File: src/rtl/pipe_pkg.sv
// rtl/pipe_pkg.sv - shared state encoding and NOP control constants for the hazard controller
package pipe_pkg;

  typedef enum logic [1:0] {
    ST_RUN      = 2'd0,
    ST_MEM_WAIT = 2'd1,
    ST_ERR      = 2'd2
  } state_t;

  // Control bits zeroed when ID/EX takes a bubble
  typedef struct packed {
    logic reg_write;
    logic mem2reg;
    logic mem_read;
    logic mem_write;
  } ctrl_t;

  localparam ctrl_t      NOP_CTRL = '0;
  localparam logic [4:0] REG_ZERO = 5'd0;

endpackage

File: src/rtl/pipe_hazard_ctrl_if.sv
// rtl/pipe_hazard_ctrl_if.sv - pipeline-side signals of the hazard controller
interface pipe_hazard_ctrl_if #(
  parameter int CNT_W = 16
);
  logic             IDEX_MemRead_i;
  logic [4:0]       IDEX_RDaddr_i;
  logic [4:0]       IFID_RSaddr_i;
  logic [4:0]       IFID_RTaddr_i;
  logic             Branch_taken_i;
  logic             DMemReq_i;
  logic             DMemAck_i;
  logic             PC_write_o;
  logic             IFID_write_o;
  logic             IFID_flush_o;
  logic             IDEX_bubble_o;
  logic             Hold_o;
  logic             MEMWB_bubble_o;
  logic             Err_o;
  logic [CNT_W-1:0] Stall_cnt_o;

  modport master (
    output IDEX_MemRead_i, IDEX_RDaddr_i, IFID_RSaddr_i, IFID_RTaddr_i,
           Branch_taken_i, DMemReq_i, DMemAck_i,
    input  PC_write_o, IFID_write_o, IFID_flush_o, IDEX_bubble_o,
           Hold_o, MEMWB_bubble_o, Err_o, Stall_cnt_o
  );

  modport slave (
    input  IDEX_MemRead_i, IDEX_RDaddr_i, IFID_RSaddr_i, IFID_RTaddr_i,
           Branch_taken_i, DMemReq_i, DMemAck_i,
    output PC_write_o, IFID_write_o, IFID_flush_o, IDEX_bubble_o,
           Hold_o, MEMWB_bubble_o, Err_o, Stall_cnt_o
  );

endinterface

File: src/rtl/hazard_detect.sv
// rtl/hazard_detect.sv - combinational load-use dependency check between EX and ID
module hazard_detect
  import pipe_pkg::*;
(
  input  logic       i_mem_read,
  input  logic [4:0] i_rd_addr,
  input  logic [4:0] i_rs_addr,
  input  logic [4:0] i_rt_addr,
  output logic       o_load_use
);

  // r0 is hardwired to zero, so a load targeting it never creates a dependency
  assign o_load_use = i_mem_read && (i_rd_addr != REG_ZERO) &&
                      ((i_rd_addr == i_rs_addr) || (i_rd_addr == i_rt_addr));

endmodule

File: src/rtl/pipe_hazard_ctrl.sv
// rtl/pipe_hazard_ctrl.sv - pipeline stall/flush/hold control with memory-wait timeout
module pipe_hazard_ctrl
  import pipe_pkg::*;
#(
  parameter int TIMEOUT = 64,
  parameter int CNT_W   = 16
) (
  input  logic              clk_i,
  input  logic              rst_i,
  pipe_hazard_ctrl_if.slave bus
);

  localparam int                WAIT_W    = $clog2(TIMEOUT + 1);
  localparam logic [WAIT_W-1:0] TIMEOUT_W = WAIT_W'(TIMEOUT);

  state_t             r_state;
  state_t             w_state;
  state_t             w_state_next;
  logic [WAIT_W-1:0]  r_wait_cnt;
  logic [WAIT_W-1:0]  w_wait_next;
  logic [WAIT_W-1:0]  w_wait_inc;
  logic               r_err;
  logic [CNT_W-1:0]   r_stall_cnt;
  logic               w_load_use;
  logic               w_holding;
  logic               w_lu_stall;
  logic               w_pc_write;

  hazard_detect u_hazard_detect (
    .i_mem_read (bus.IDEX_MemRead_i),
    .i_rd_addr  (bus.IDEX_RDaddr_i),
    .i_rs_addr  (bus.IFID_RSaddr_i),
    .i_rt_addr  (bus.IFID_RTaddr_i),
    .o_load_use (w_load_use)
  );

  // While reset is asserted the outputs decode as if already in RUN
  assign w_state    = rst_i ? ST_RUN : r_state;
  assign w_wait_inc = r_wait_cnt + 1'b1;

  always_comb begin
    w_state_next = w_state;
    w_wait_next  = r_wait_cnt;
    w_holding    = 1'b0;
    case (w_state)
      ST_RUN: begin
        if (bus.DMemReq_i && !bus.DMemAck_i) begin
          w_holding    = 1'b1;
          w_state_next = ST_MEM_WAIT;
          w_wait_next  = WAIT_W'(1);
        end
      end
      ST_MEM_WAIT: begin
        if (bus.DMemAck_i) begin
          w_state_next = ST_RUN;
          w_wait_next  = '0;
        end else begin
          w_holding   = 1'b1;
          w_wait_next = w_wait_inc;
          if (w_wait_inc == TIMEOUT_W) begin
            w_state_next = ST_ERR;
          end
        end
      end
      ST_ERR: begin
        w_holding = 1'b1;
      end
      default: begin
        w_state_next = ST_RUN;
        w_wait_next  = '0;
      end
    endcase
    w_lu_stall = !w_holding && w_load_use;
    w_pc_write = !(w_holding || w_lu_stall);
  end

  // A taken branch is only flushed when the PC actually advances; otherwise it re-resolves
  assign bus.PC_write_o     = w_pc_write;
  assign bus.IFID_write_o   = w_pc_write;
  assign bus.IFID_flush_o   = w_pc_write && bus.Branch_taken_i;
  assign bus.IDEX_bubble_o  = w_lu_stall;
  assign bus.Hold_o         = w_holding;
  assign bus.MEMWB_bubble_o = w_holding;
  assign bus.Err_o          = r_err;
  assign bus.Stall_cnt_o    = r_stall_cnt;

  always_ff @(posedge clk_i) begin
    if (rst_i) begin
      r_state     <= ST_RUN;
      r_wait_cnt  <= '0;
      r_err       <= 1'b0;
      r_stall_cnt <= '0;
    end else begin
      r_state    <= w_state_next;
      r_wait_cnt <= w_wait_next;
      r_err      <= (w_state_next == ST_ERR);
      if (!w_pc_write && !(&r_stall_cnt)) begin
        r_stall_cnt <= r_stall_cnt + 1'b1;
      end
    end
  end

endmodule

File: src/flat_wrapper.sv
// flat-port wrapper written by rule: the top's interface ports become plain ports
module pipe_hazard_ctrl_flat import pipe_pkg::*;
#(
  parameter int TIMEOUT = 64,
  parameter int CNT_W   = 16
)
  (clk_i, rst_i, bus_IDEX_MemRead_i, bus_IDEX_RDaddr_i, bus_IFID_RSaddr_i, bus_IFID_RTaddr_i, bus_Branch_taken_i, bus_DMemReq_i, bus_DMemAck_i, bus_PC_write_o, bus_IFID_write_o, bus_IFID_flush_o, bus_IDEX_bubble_o, bus_Hold_o, bus_MEMWB_bubble_o, bus_Err_o, bus_Stall_cnt_o);
  pipe_hazard_ctrl_if #(.CNT_W(CNT_W)) bus_i ();
  input  logic clk_i;
  input  logic rst_i;
  input wire logic [$bits(bus_i.IDEX_MemRead_i)-1:0] bus_IDEX_MemRead_i;
  input wire logic [$bits(bus_i.IDEX_RDaddr_i)-1:0] bus_IDEX_RDaddr_i;
  input wire logic [$bits(bus_i.IFID_RSaddr_i)-1:0] bus_IFID_RSaddr_i;
  input wire logic [$bits(bus_i.IFID_RTaddr_i)-1:0] bus_IFID_RTaddr_i;
  input wire logic [$bits(bus_i.Branch_taken_i)-1:0] bus_Branch_taken_i;
  input wire logic [$bits(bus_i.DMemReq_i)-1:0] bus_DMemReq_i;
  input wire logic [$bits(bus_i.DMemAck_i)-1:0] bus_DMemAck_i;
  output wire logic [$bits(bus_i.PC_write_o)-1:0] bus_PC_write_o;
  output wire logic [$bits(bus_i.IFID_write_o)-1:0] bus_IFID_write_o;
  output wire logic [$bits(bus_i.IFID_flush_o)-1:0] bus_IFID_flush_o;
  output wire logic [$bits(bus_i.IDEX_bubble_o)-1:0] bus_IDEX_bubble_o;
  output wire logic [$bits(bus_i.Hold_o)-1:0] bus_Hold_o;
  output wire logic [$bits(bus_i.MEMWB_bubble_o)-1:0] bus_MEMWB_bubble_o;
  output wire logic [$bits(bus_i.Err_o)-1:0] bus_Err_o;
  output wire logic [$bits(bus_i.Stall_cnt_o)-1:0] bus_Stall_cnt_o;
  assign bus_i.IDEX_MemRead_i = bus_IDEX_MemRead_i;
  assign bus_i.IDEX_RDaddr_i = bus_IDEX_RDaddr_i;
  assign bus_i.IFID_RSaddr_i = bus_IFID_RSaddr_i;
  assign bus_i.IFID_RTaddr_i = bus_IFID_RTaddr_i;
  assign bus_i.Branch_taken_i = bus_Branch_taken_i;
  assign bus_i.DMemReq_i = bus_DMemReq_i;
  assign bus_i.DMemAck_i = bus_DMemAck_i;
  assign bus_PC_write_o = bus_i.PC_write_o;
  assign bus_IFID_write_o = bus_i.IFID_write_o;
  assign bus_IFID_flush_o = bus_i.IFID_flush_o;
  assign bus_IDEX_bubble_o = bus_i.IDEX_bubble_o;
  assign bus_Hold_o = bus_i.Hold_o;
  assign bus_MEMWB_bubble_o = bus_i.MEMWB_bubble_o;
  assign bus_Err_o = bus_i.Err_o;
  assign bus_Stall_cnt_o = bus_i.Stall_cnt_o;
  pipe_hazard_ctrl #(.TIMEOUT(TIMEOUT), .CNT_W(CNT_W)) u_core (.clk_i(clk_i), .rst_i(rst_i), .bus(bus_i));
endmodule
File: config.mk
export PLATFORM = sky130hd
export DESIGN_NAME = pipe_hazard_ctrl_flat
export DESIGN_NICKNAME = d
export VERILOG_FILES = /design/src/rtl/pipe_pkg.sv /design/src/rtl/pipe_hazard_ctrl_if.sv /design/src/rtl/hazard_detect.sv /design/src/rtl/pipe_hazard_ctrl.sv /design/src/flat_wrapper.sv
export SDC_FILE = /design/constraint.sdc
export NUM_CORES = 1
export LEC_CHECK = 0
export CELL_PAD_IN_SITES_DETAIL_PLACEMENT = 0
export CELL_PAD_IN_SITES_GLOBAL_PLACEMENT = 2
export CORE_ASPECT_RATIO = 1.4
export CORE_MARGIN = 4
export CORE_UTILIZATION = 27
export CTS_BUF_LIST = sky130_fd_sc_hd__clkbuf_4 sky130_fd_sc_hd__clkbuf_8
export CTS_CLUSTER_SIZE = 20
export DETAILED_ROUTE_END_ITERATION = 16
export PLACE_DENSITY_LB_ADDON = 0.1
export SYNTH_ARGS = -nofsm -noshare
export SYNTH_HDL_FRONTEND = slang
export SYNTH_SLANG_ARGS = --single-unit
export TNS_END_PERCENT = 1
File: constraint.sdc
create_clock -name clk_i -period 2.2 [get_ports clk_i]
set_input_delay 0.44 -clock clk_i [delete_from_list [all_inputs] [get_ports clk_i]]
set_output_delay 0.44 -clock clk_i [all_outputs]
set_load 0.005 [all_outputs]
==> results.md, run 1 <==
* ANT cells at 0
* Aggregate global routing overflow at 0
* Yosys warns at 0
* Final nets at 272
* Worst-margin pin slew at 0.353 ns
* Mapped Avg Cell Area at 8.00 um2
* Max transition margin at 0.763
* P&R area growth vs syn at 43.6%
* Core Area at ~5500 um2
* R2R depth at 7
* Clk sinks at 26
* Worst r2r src: u_core.bus.Stall_cnt_o[0]
* Minimum clock period at about 2.1 ns
* Die height at 96.8 um
* Total CTS buffers at 3
* Setup TNS at 0 ns
* Hold Path Class: register to register
* WS Path Type: input pin to output pin
* Mapped Area at 1520 um2
* Drt pass-1 iters at 4
* Number of max-cap violations at 0
* Critical-path maximum fanout at 4
* CP endpoint kind: output pin
* R2r setup slk at between 0.2 and 0.25 ns
* Largest area contributor in the netlist: dfxtp_1
* Layout cell share with drive strength beyond 1 at 0.194
* Leakage at 0.784 nW
* CTS Root Cell: clkbuf_8
* RSZ-0062 raised after global routing: no
* Period utilization at 0.957
* FF/Latch Area at 522 um2
* PD cells at 430 nW/um2
* Area of the multi-input gates at 976 um2
* Worst EP required at 1.76 ns
* Synth top area share at 0.342
* CTS tree: done
* Pin count of the biggest net entering global routing at 16
* Gpl congestion at 0.786
* Critical path arrival at 1.67 ns
* Status: finished clean
* CTS H-tree lvls at 1
* Tot Pwr at 0.939 mW
* Residual DRC at 0
* Final setup margin at 0.0950 ns
* Die footprint at about 7000 um2
* Place WS at -0.653 ns
* Most frequent cells in the layout: dfxtp_1 (25), nor2_1 (21), clkdlybuf4s50_1 (21)
* Min-delay src: u_core.r_wait_cnt[6]
* DR iter-0 viols at 70
* Post-synth ARST share at 0
* Instance count of the mapped netlist at 190
* DP Cell Count at 310
* Clock skew at 0.00552 ns
* Fmax at roughly 480 MHz
* Setup Viol. Count Final at 0
* ANT nets after route at 0
* Yosys reg bits at 26
* Die W at slightly above 70 um
* Reg-to-reg endpoint: u_core.bus.Stall_cnt_o[10]
* Max-slew violation count at 0
* Clock slew at reported path FFs at 0.09 ns
* Initial Util at 0.277
* Most common cell after layout, fill and taps aside: dfxtp_1
* WHS at 0.491 ns
* Hold Path End: u_core.r_wait_cnt[6]
* Clock tree buffer depth at 2
* Drt total wl at 4.06 mm
* Non-Filler Instances at 315
* Dpl hpwl at 3.21 mm
* IO Count at 44
* Routed vias at 1527
* Initial antenna violation count at 0
* VDD IR max at 0.209 mV
* Vias in the first global route at 1512
* Yosys cell types at 40
* Syn nets at 213
* Port bufs at 43
* Later-pin clock latency in the skew report at 0.27 ns
* First-pass GRT wire length at 6.84 mm
* Register area share after synthesis at 0.342
* Cell Rows at 32
* Fill count at approximately 550
* Hold path cells at 1
* Total track usage at 0.120
* Vias per inst at ~4.8
* Number of flops mapped to enable cells by yosys at 0
* DR WL/cell at 12.9 um
* Area contributors post-synth: dfxtp_1 (34%), xnor2_1 (5.8%), a21oi_1 (5.3%)
* Hold-fix buffers at CTS at 0
* Startpoint Class: input pin
* Ys flop type: dfxtp_1
* Final Hold Fails at 0
==> registers in the layout, indices dropped and copies added, names as in the netlist <==
register	count
u_core.bus.Err_o	1
u_core.bus.Stall_cnt_o	16
u_core.r_state	2
u_core.r_wait_cnt	7
==> through the flow <==
step           instance area (um2)   util
2_1_floorplan                 1520      -
3_3_place_gp                  2120  0.386
3_5_place_dp                  2120  0.386
4_1_cts                       2200  0.400
5_1_grt                       2180  0.398
6_report                      2180  0.398
==> what timing repair did <==
| action | CTS | global route |
|---|---|---|
| setup endpoints to repair | 20 | 7 |
| pin swaps | 17 | 10 |
| resized for setup | 36 | 13 |
| setup buffers | 2 | 0 |
==> power breakdown <==
group          total, mW  leakage (nW)  switching, mW  internal (mW)
clock network      0.274        0.0216          0.152          0.123
registers          0.483         0.211        0.00631          0.476
logic              0.182         0.552         0.0821         0.0997
==> cell usage after synthesis, drive strengths merged, types with 2 or more instances <==
cell type	count
o22ai	2
o41ai	2
ha	2
inv	4
buf	6
nand2	11
nor2	21
mux2	6
nor3	6
dfxtp	26
and3	3
nor2b	8
nand2b	3
nand3	15
o21ai	14
nor3b	2
clkbuf	3
or3	8
nor4	4
xnor2	10
or4	3
a22oi	2
a21oi	16
o31ai	2
==> metal layers <==
metal	share of wire	track usage
met1	0.39	0.127
met2	0.57	0.236
met3	0.030	0.0177
met4	0.0069	0.0347
met5	0	0
==> worst max-delay path, cell delays in order <==
cell and delay [ns]:
dlygate4sd2_1 0.27, xnor2_1 0.14, nand3_1 0.10, o22ai_2 0.25, a31oi_4 0.14, buf_6 0.14, clkdlybuf4s15_1 0.19
==> how the worst max path moves through the flow <==
| stage | cells past startpoint | endpoint | start |
|---|---|---|---|
| final | 7 | bus_PC_write_o | bus_IDEX_RDaddr_i[4] |
| after global routing | 9 | u_core.bus.Stall_cnt_o[9] | bus_IFID_RTaddr_i[3] |
| after CTS | 6 | bus_MEMWB_bubble_o | rst_i |
| after detailed placement | 7 | bus_PC_write_o | rst_i |
| after global placement | 7 | bus_IFID_flush_o | rst_i |
| after floorplan | 7 | bus_IFID_flush_o | rst_i |
==> cells by family after synthesis <==
kind of cell	Yosys count	synth area share
AO/OA/AOI/OAI	42	0.168
XOR/XNOR	10	0.0576
adder cells (fa/ha/maj)	2	0.0165
buffers and inverters	13	0.0461
flip-flops	26	0.342
multiplexers	6	0.0444
AND/OR/NAND/NOR	91	0.325
==> area by class of cell <==
type                            count  share of cell area
Tap cell                           68              0.0390
Inverter                            4             0.00688
Multi-Input combinational cell    151               0.447
Sequential cell                    26               0.239
Timing Repair Buffer               63               0.249
Clock buffer                        3              0.0189
Power figures use the tool's default switching activity.
==> inputs of run 2 (changes only) <==
--- a/config.mk
+++ b/config.mk
@@ -16,5 +16,6 @@
 export PLACE_DENSITY_LB_ADDON = 0.1
 export SYNTH_ARGS = -nofsm -noshare
 export SYNTH_HDL_FRONTEND = slang
+export SYNTH_HIERARCHICAL = 1
 export SYNTH_SLANG_ARGS = --single-unit
 export TNS_END_PERCENT = 1
==> run 2 against run 1 <==
The flow now finishes with violations (negative setup slack). Maximum frequency fell by 11%. Sequential power about the same. Die area shrank 1.6%. Combinational power is 5% higher. Clock power increased by 15%. Final cell count is 0.95% higher. Critical path type unchanged. Critical endpoint is now bus_IFID_flush_o. Largest cell class unchanged. Highest routed layer unchanged.
==> results.md, run 2 <==
* Max-slew violation count at 0
* Vias in the first global route at 1643
* Status: finished with violations
* Yosys cell types at 42
* Post-synth ARST share at 0
* Total track usage at 0.129
* Number of max-cap violations at 0
* Max transition margin at 0.728
* Layout cell share with drive strength beyond 1 at 0.218
* Vias per inst at ~5
* Gpl congestion at 0.829
* Util after Layout at 0.424
* Violated checks: negative setup slack
* First-pass GRT wire length at 7.20 mm
* Hold Path Class: register to register
* Startpoint Class: input pin
* Tot Pwr at around 0.99 mW
* Placed cell area at 2150 um2
* Clk sinks at 26
* Area of the multi-input gates at 931 um2
* Worst r2r src: u_core/r_state[1]
* Dpl hpwl at 3.40 mm
* Cell Rows at 31
* Port bufs at 43
* Die W at ~71 um
* Routed vias at 1603
* Fin area at 2240 um2
* FF/Latch Area at 520 um2
* Syn nets at 208
* Initial Util at 0.283
* Reg-to-reg endpoint: u_core/bus.Stall_cnt_o[15]
* Residual DRC at 0
* Aggregate global routing overflow at 0
* Leakage at 0.803 nW
* R2r setup slk at -0.04 ns
* Die footprint at 6800 um2
* Synth top area share at 0.348
* CTS H-tree lvls at 1
* WS Path Type: input pin to output pin
* Max FFs per register at 16
* Top cells by count, synth: dfxtp_1 (26), a21oi_1 (20), nor2_1 (16), nand3_1 (12)
* Minimum clock period at 2.36 ns
* Fill count at 557
* Final nets at 276
* Setup TNS at -0.598 ns
* Setup Viol. Count Final at 6
* Mapped Area at 1490 um2
* Ys flop type: dfxtp_1
* Area contributors post-synth: dfxtp_1 (35%), a21oi_1 (6.7%), o31ai_1 (5.0%)
* Clock slew at reported path FFs at 0.09 ns
* PD cells at 442 nW/um2
* Mapped Avg Cell Area at 8.08 um2
* R2R depth at 9
* Critical-path maximum fanout at 3
* Pin count of the biggest net entering global routing at 16
* ANT nets after route at 0
* Worst-margin pin slew at between 0.4 and 0.5 ns
* Clock tree buffer depth at 2
* Worst EP required at 1.76 ns
* VDD IR max at 0.255 mV
* Most frequent cells in the layout: dfxtp_1 (26), buf_4 (26), clkdlybuf4s50_1 (21)
* Register area share after synthesis at 0.348
* Yosys reg bits at 26
* Instance count of the mapped netlist at between 150 and 200
* Final setup margin at -0.161 ns
* Critical path arrival at 1.92 ns
* Clock skew at 0.00162 ns
* CTS tree: done
* Number of flops mapped to enable cells by yosys at 0
* DR WL/cell at 13.9 um
* Hold path cells at 2
* DR iter-0 viols at 65
* ANT cells at 0
* CTS Root Cell: clkbuf_8
* Total CTS buffers at 3
* RSZ-0062 raised after global routing: yes
* Drt pass-1 iters at 4
* Place WS at -1.00 ns
* Initial antenna violation count at 0
* Period utilization at 1.07
* Launch point of the worst path: bus_IDEX_RDaddr_i[4]
* Drt total wl at roughly 4.4 mm
* IO Count at 44
* Die height at 96.0 um
* P&R area growth vs syn at 49.7%
* Fmax at 424 MHz
* Hold-fix buffers at CTS at 0
* CP endpoint kind: output pin
* Later-pin clock latency in the skew report at 0.27 ns
* Core Area at around 5300 um2
* Final Hold Fails at 0
* Crit path to: bus_IFID_flush_o
* Count leader, synth: dfxtp_1
* Yosys warns at 6
* Largest area contributor in the netlist: dfxtp_1
run 2: cell count changes in the layout (fill, tap and decap cells not counted), moves of 5 or more:
cell and delta:
xor2_1 +6, or3_1 -5, dlygate4sd2_1 -6, o31ai_1 +8, nor2b_1 -5, o21ai_0 -5, nor2_1 -6, xnor2_1 -6
buf_4 +8, or4_1 +6
run 2: report_power, final:
group / leakage [nW] / internal, mW / switching (mW)
Clock: 0.0288 / 0.160 / 0.155
Sequential: 0.210 / 0.477 / 0.00583
Combinational: 0.564 / 0.110 / 0.0817
Total: 0.803 / 0.747 / 0.243
run 2: worst max-delay path: stages:
cell      delay (ns)
buf_6           0.09
or4_4           0.53
o21ai_2         0.14
a21oi_2         0.05
or3_4           0.39
clkinv_4        0.07
and2_4          0.13
buf_6           0.08
run 2: final cells by class:
cell class,count,area share
multi-input cells,144,0.416
clock buffers,4,0.0246
inverters,7,0.0140
repair buffers,71,0.276
flip-flops and latches,26,0.233
well taps,66,0.0369
run 2: worst min-delay path by stage:
| stage | startpoint | end | slack [ns] |
|---|---|---|---|
| 6_report | u_core/bus.Stall_cnt_o[5] | u_core/bus.Stall_cnt_o[5] | 0.50 |
| 5_1_grt | u_core/r_wait_cnt[6] | u_core/r_wait_cnt[6] | 0.53 |
| 4_1_cts | u_core/bus.Stall_cnt_o[5] | u_core/bus.Stall_cnt_o[5] | 0.50 |
| 3_5_place_dp | u_core/bus.Stall_cnt_o[5] | u_core/bus.Stall_cnt_o[5] | 0.49 |
| 3_3_place_gp | u_core/bus.Stall_cnt_o[5] | u_core/bus.Stall_cnt_o[5] | 0.49 |
| 2_1_floorplan | u_core/r_wait_cnt[6] | u_core/r_wait_cnt[6] | 0.46 |
run 2: logic make-up after synthesis:
group	after synthesis	synth area share
compound gates	50	0.208
xor+xnor	10	0.0586
fa+ha+maj	2	0.0167
buf+inv	15	0.0486
flops	26	0.348
mux	3	0.0218
simple gates	79	0.298
run 2: layer usage:
metal / track usage / routed length [um] / part of all wire / up-vias
met5: 0 / 0 / 0 / -
met4: 0.0408 / 35 / 0.0079 / 0
met3: 0.0188 / 103 / 0.023 / 2
met2: 0.255 / 2490 / 0.56 / 18
met1: 0.139 / 1790 / 0.41 / 752
li1: - / - / - / 831
run 2: per-stage QoR:
step           cells  hold slack [ns]
6_report         318            0.503
5_1_grt          318            0.526
4_1_cts          318            0.503
3_5_place_dp     311            0.488
3_3_place_gp     311            0.485
2_1_floorplan    185            0.462
run 2: repair_timing:
| item | CTS | global route |
|---|---|---|
| pin swaps | 17 | 9 |
| endpoints found under the setup margin | 22 | 15 |
| setup buffers | 3 | 0 |
| resized for setup | 55 | 12 |
